File: src/rtl/frv_pipeline_memory.sv
// ============================================================================
// frv_pipeline_memory : pipeline stage 4, retires results, waits on data memory
// Revision: 1.0
// ============================================================================
`default_nettype none

module frv_pipeline_memory #(
   parameter int XLEN = 32
) (
   input  logic            g_clk,
   input  logic            g_resetn,
   input  logic [4:0]      s4_rd,
   input  logic [XLEN-1:0] s4_opr_a,
   input  logic [XLEN-1:0] s4_opr_b,
   input  logic [31:0]     s4_pc,
   input  logic [4:0]      s4_uop,
   input  logic [4:0]      s4_fu,
   input  logic            s4_trap,
   input  logic            s4_p_valid,
   output logic            s4_p_busy,
   input  logic            flush,
   input  logic            dmem_rsp_valid,
   input  logic            dmem_rsp_error,
   input  logic [31:0]     dmem_rsp_rdata,
   output logic            wb_valid,
   output logic            wb_wen,
   output logic [4:0]      wb_rd,
   output logic [XLEN-1:0] wb_wdata,
   output logic [31:0]     wb_pc,
   output logic            trap_valid,
   output logic [5:0]      trap_cause,
   output logic [31:0]     trap_pc
);

   localparam logic [0:0] ST_EMPTY    = 1'b0;
   localparam logic [0:0] ST_MEM_WAIT = 1'b1;

   logic [0:0]      state, state_nxt;
   logic            drop, drop_nxt;
   logic [4:0]      mem_rd, mem_rd_nxt;
   logic [31:0]     mem_pc, mem_pc_nxt;
   logic [4:0]      mem_uop, mem_uop_nxt;
   logic [1:0]      mem_off, mem_off_nxt;

   logic            wb_valid_nxt, wb_wen_nxt;
   logic [4:0]      wb_rd_nxt;
   logic [XLEN-1:0] wb_wdata_nxt;
   logic [31:0]     wb_pc_nxt;
   logic            trap_valid_nxt;
   logic [5:0]      trap_cause_nxt;
   logic [31:0]     trap_pc_nxt;

   logic            accept;
   logic [7:0]      byte_sel;
   logic [15:0]     half_sel;
   logic [31:0]     fmt32;
   logic            ext_bit;
   logic [XLEN-1:0] load_data;

   // Load alignment: byte lane by offset, half lane by offset[1] only.
   always_comb begin
      byte_sel = dmem_rsp_rdata[{mem_off, 3'b000} +: 8];
      half_sel = mem_off[1] ? dmem_rsp_rdata[31:16] : dmem_rsp_rdata[15:0];
      case (mem_uop[2:1])
         2'b00:   fmt32 = {{24{mem_uop[0] & byte_sel[7]}}, byte_sel};
         2'b01:   fmt32 = {{16{mem_uop[0] & half_sel[15]}}, half_sel};
         default: fmt32 = dmem_rsp_rdata;
      endcase
      ext_bit = mem_uop[0] & fmt32[31];
   end

   generate
      if (XLEN > 32) begin : g_wide
         assign load_data = {{(XLEN-32){ext_bit}}, fmt32};
      end else begin : g_narrow
         assign load_data = fmt32[XLEN-1:0];
      end
   endgenerate

   logic unused_ok;
   assign unused_ok = ^{ext_bit, s4_opr_b[XLEN-1:2], s4_fu[4:3], s4_fu[1:0], mem_uop[3]};

   assign accept = s4_p_valid && !s4_p_busy && !flush;

   // State and output register process
   always_ff @(posedge g_clk or negedge g_resetn) begin
      if (!g_resetn) begin
         state      <= ST_EMPTY;
         drop       <= 1'b0;
         mem_rd     <= '0;
         mem_pc     <= '0;
         mem_uop    <= '0;
         mem_off    <= '0;
         wb_valid   <= 1'b0;
         wb_wen     <= 1'b0;
         wb_rd      <= '0;
         wb_wdata   <= '0;
         wb_pc      <= '0;
         trap_valid <= 1'b0;
         trap_cause <= '0;
         trap_pc    <= '0;
      end else begin
         state      <= state_nxt;
         drop       <= drop_nxt;
         mem_rd     <= mem_rd_nxt;
         mem_pc     <= mem_pc_nxt;
         mem_uop    <= mem_uop_nxt;
         mem_off    <= mem_off_nxt;
         wb_valid   <= wb_valid_nxt;
         wb_wen     <= wb_wen_nxt;
         wb_rd      <= wb_rd_nxt;
         wb_wdata   <= wb_wdata_nxt;
         wb_pc      <= wb_pc_nxt;
         trap_valid <= trap_valid_nxt;
         trap_cause <= trap_cause_nxt;
         trap_pc    <= trap_pc_nxt;
      end
   end

   // Next-state process; pulses default low, payload fields hold
   always_comb begin
      state_nxt      = state;
      drop_nxt       = drop;
      mem_rd_nxt     = mem_rd;
      mem_pc_nxt     = mem_pc;
      mem_uop_nxt    = mem_uop;
      mem_off_nxt    = mem_off;
      wb_valid_nxt   = 1'b0;
      wb_wen_nxt     = 1'b0;
      wb_rd_nxt      = wb_rd;
      wb_wdata_nxt   = wb_wdata;
      wb_pc_nxt      = wb_pc;
      trap_valid_nxt = 1'b0;
      trap_cause_nxt = trap_cause;
      trap_pc_nxt    = trap_pc;
      case (state)
         ST_EMPTY: begin
            if (drop) begin
               if (dmem_rsp_valid) begin
                  drop_nxt = 1'b0;
               end
            end else if (accept) begin
               if (s4_trap) begin
                  trap_valid_nxt = 1'b1;
                  trap_cause_nxt = s4_opr_a[5:0];
                  trap_pc_nxt    = s4_pc;
               end else if (!s4_fu[2]) begin
                  wb_valid_nxt = 1'b1;
                  wb_wen_nxt   = (s4_rd != 5'd0);
                  wb_rd_nxt    = s4_rd;
                  wb_wdata_nxt = s4_opr_a;
                  wb_pc_nxt    = s4_pc;
               end else begin
                  mem_rd_nxt  = s4_rd;
                  mem_pc_nxt  = s4_pc;
                  mem_uop_nxt = s4_uop;
                  mem_off_nxt = s4_opr_b[1:0];
                  state_nxt   = ST_MEM_WAIT;
               end
            end
         end
         ST_MEM_WAIT: begin
            if (dmem_rsp_valid) begin
               state_nxt = ST_EMPTY;
               if (!flush) begin
                  if (dmem_rsp_error) begin
                     trap_valid_nxt = 1'b1;
                     trap_cause_nxt = mem_uop[4] ? 6'd7 : 6'd5;
                     trap_pc_nxt    = mem_pc;
                  end else begin
                     wb_valid_nxt = 1'b1;
                     wb_rd_nxt    = mem_rd;
                     wb_pc_nxt    = mem_pc;
                     if (!mem_uop[4]) begin
                        wb_wen_nxt   = (mem_rd != 5'd0);
                        wb_wdata_nxt = load_data;
                     end
                  end
               end
            end else if (flush) begin
               // Response still owed by memory; swallow it when it comes.
               state_nxt = ST_EMPTY;
               drop_nxt  = 1'b1;
            end
         end
         default: state_nxt = ST_EMPTY;
      endcase
   end

   // Output process
   always_comb begin
      s4_p_busy = (state == ST_MEM_WAIT) || drop;
   end

endmodule

`default_nettype wire

File: config.mk
export PLATFORM = sky130hd
export DESIGN_NAME = frv_pipeline_memory
export DESIGN_NICKNAME = d
export VERILOG_FILES = /design/src/rtl/frv_pipeline_memory.sv
export SDC_FILE = /design/constraint.sdc
export NUM_CORES = 1
export LEC_CHECK = 0
export ABC_AREA = 1
export BUFFER_PORTS_ARGS = -buffer_cell sky130_fd_sc_hd__clkbuf_2
export CORE_AREA = 2 2 125 127
export DETAILED_ROUTE_END_ITERATION = 10
export DIE_AREA = 0 0 127 129
export PLACE_DENSITY_LB_ADDON = 0.12
export RECOVER_POWER = 100
export SYNTH_ARGS = -nofsm -noshare
export SYNTH_HDL_FRONTEND = slang
export SYNTH_SLANG_ARGS = --single-unit
export TNS_END_PERCENT = 1
File: constraint.sdc
create_clock -name g_clk -period 1.9 [get_ports g_clk]
set_input_delay 0.095 -clock g_clk [delete_from_list [all_inputs] [get_ports g_clk]]
set_output_delay 0.095 -clock g_clk [all_outputs]
set_load 0.02 [all_outputs]
==> metrics.md <==
| Metric | Value |
|---|---|
| Post-CTS Setup Inserts | 0 |
| Power per Cell Area | 1060 mW/mm^2 |
| Chip height | 129 um |
| Final ANT Viol Nets | 0 |
| Clk_skew | 0.0110 ns |
| Buf/Inv on CP | 3 |
| Max IR drop VDD | 0.000589 V |
| Dominant cell type by area after synthesis | dfrtp_1 |
| Number of flops mapped to enable cells by yosys | 0 |
| Part of the power in combinational logic | 26.6% |
| Final Setup Violations | 0 |
| Post-detail-place hpwl | 14.4 mm |
| Worst-margin pin slew | 1.32 ns |
| Clk buf depth | 2 |
| RSZ-0062 raised after global routing | no |
| Synthesis Warnings | 0 |
| Cell Rows | 45 |
| Slew Limit Fails | 0 |
| Worst setup SP type | register |
| I/O pin count | 261 |
| Area of the multi-input gates | 0.00290 mm^2 |
| IO buf count | 225 |
| Vias in the first global route | 6,893 |
| Core ar. | 0.0150 mm^2 |
| Critical path data required time | 2.23 ns |
| Leakage | 0.00505 uW |
| Critical-path top delay cell | dfrtp_4 |
| Async set-reset flop share out of synthesis | 100% |
| Share of power burned in registers | 42.7% |
| Syn Nets | 1,125 |
| HP Class | in -> reg |
| DRC errors left | 0 |
| Routed len/inst | 14.6 um |
| Area Overhead vs Synth | 32.9% |
| CP peak stage delay | 0.51 ns |
| Clock share of power | 30.7% |
| All-Layer GR Usage | 26.4% |
| Syn Area/Cell | 7.61 um^2 |
| Clock Latency Late Sink | 0.43 ns |
| Status | finished clean |
| 1st-iter DRT viols | 499 |
| Gpl congestion | 0.852 |
| Vias after detailed routing | 7,258 |
| CTS clock-pin slew for the worst setup and hold paths | 0.06 ns |
| R2r setup slk | 0.15 ns |
| Most frequent cells after synthesis | 334 x nand2_1, 155 x dfrtp_1, 101 x o21ai_0 |
| Count leader, synth | nand2_1 |
| Period minus WS final | 1.75 ns |
| Crit path max-delay family | buffers and inverters |
| Endpoints failing hold | 0 |
| Critical path arrival | 2.08 ns |
| Starting Density | 49.5% |
| Sw frac | 35.6% |
| First-pass GRT wire length | 34.1 mm |
| Max Fclk | 572 MHz |
| Post-route clock period utilization | 92.0% |
| Gate Count Post-Synth | 975 |
| Initial antenna violation count | 0 |
| Crit path kind | reg -> reg |
| Storage cell area | 0.00388 mm^2 |
| GRT overflow | 0 |
| Cell internal pwr | 6740 uW |
| Share of layout cells above drive strength 1 | 14.8% |
| Max-Cap Viols | 0 |
| Vias/cell | 4.99 |
| Final Net Count | 1,403 |
| TritonRoute pass-1 iters | 5 |
| Relative slew margins | 11.8% |
| Post-Route WL | 21.3 mm |
| CTS buffer count | 17 |
| Post-Syn Area | 0.00742 mm^2 |
| Largest net degree at the start of global routing | 51 |
| Switching pwr | 3720 uW |
| Largest cells by area after synthesis | dfrtp_1 52%, nand2_1 17%, o21ai_0 6.8% |
| Tot Pwr | 10,500 uW |
| Setup TNS | 0 ns |
| # diodes | 0 |
| Worst-path maximum fanout | 39 |
| Post-synth top flop | dfrtp_1 |
| Die ar. | 0.0164 mm^2 |
| Register bit count reported by yosys | 155 |
| Clk sinks | 155 |
| CP Cell Sequence | nor2_1, inv_1, nor2_4, clkbuf_1, nand3b_4, buf_4, o21ai_0 |
| Clk root buf | clkbuf_16 |
| Worst Setup End Kind | register |
| Register area share after synthesis | 52.3% |
| Fill count | 1,377 |
| Distinct cell type count after synthesis | 27 |
| Htree depth | 4 |
| TritonCTS clock tree | done |
| Synth top area share | 52.3% |
| Die X | 127 um |
[worst register-to-register path, stage by stage, from the launching register on]
cell	delay (ns)
dfrtp_4	0.51
nor2_1	0.11
inv_1	0.08
nor2_4	0.11
clkbuf_1	0.17
nand3b_4	0.16
buf_4	0.28
o21ai_0	0.24
[what timing repair did]
item / 4_1_cts / 5_1_grt
hold buffers: 67 / 0
setup endpoints to repair: 0 / 5
resized for setup: 0 / 1
endpoints found under the hold margin: 120 / 0
[registers in the layout (all words and copies together), names as in the netlist]
name        flops
drop            1
mem_off         2
mem_pc         32
mem_rd          5
mem_uop         4
state           1
trap_cause      6
trap_pc        32
trap_valid      1
wb_pc          32
wb_rd           5
wb_valid        1
wb_wdata       32
wb_wen          1
[routing by layer]
metal  global-route usage (%)  wire, um  vias to the layer above
met1                     34.0      9340                     3359
met3                     6.03      1500                       26
li1                         -         -                     3618
met5                        0         0                        -
met4                     9.95       385                        0
met2                     44.1     10000                      255
[per-stage QoR]
| step | cell area, um^2 | utilization, % | hold slack [ns] | setup slack [ns] | instances |
|---|---|---|---|---|---|
| final | 9860 | 65.8 | 0.00905 | 0.152 | 1454 |
| after global placement | 8800 | 58.8 | 0.0682 | 0.188 | 1355 |
| after detailed placement | 8800 | 58.8 | 0.0679 | 0.153 | 1355 |
| after global routing | 9860 | 65.8 | 0.0349 | 0.00570 | 1454 |
| after floorplan | 7420 | - | -0.201 | 0.413 | 975 |
| after CTS | 10000 | 67.0 | 0.000819 | 0.177 | 1454 |
[layout by cell type (no fill, tap or decap), types with 4 or more instances in the layout]
cell           netlist  layout
a21oi_1             44      44
a31oi_1              6       6
buf_12               0       6
buf_4                4      16
clkbuf_1            31     112
clkbuf_16            0      17
clkbuf_2             1     116
clkinv_2             0       4
dfrtp_1            155     154
dlygate4sd3_1        0      67
inv_1               93      94
nand2_1            334     334
nand2_4              4       4
nand3_1             60      59
nor2_1              76      77
o21ai_0            101     123
[power groups by stage]
stage,sequential (uW),combinational [uW],clock (uW)
global route,4560,3100,3400
CTS,4470,2950,3240
floorplan,5140,1080,0
detailed placement,4520,2830,0
finish,4470,2780,3210
global placement,4500,2790,0
[final cells by class]
class | count | share of cell area, %
Clock buffer | 20 | 4.73
Clock inverter | 12 | 0.901
Inverter | 97 | 3.69
Multi-Input combinational cell | 664 | 29.5
Sequential cell | 155 | 39.4
Tap cell | 188 | 2.39
Timing Repair Buffer | 318 | 19.4
[worst paths after layout]
| kind | start | end | cells past startpoint |
|---|---|---|---|
| setup / recovery | state | mem_pc[8] | 7 |
| hold / removal | s4_opr_a[13] | wb_wdata[13] | 5 |
| setup reg to reg | state | mem_pc[8] | 7 |
| hold reg to reg | wb_wdata[29] | wb_wdata[29] | 2 |
| max in group asynchronous | g_resetn | wb_wdata[3] | 3 |
| min in group asynchronous | g_resetn | wb_wdata[27] | 2 |
[kinds of logic after synthesis]
group | synth area share, %
and+or+nand+nor | 26.7
AOI/OAI and AO/OA | 12.3
buffers and inverters | 8.72
DFF | 52.3
Power figures use the tool's default switching activity.
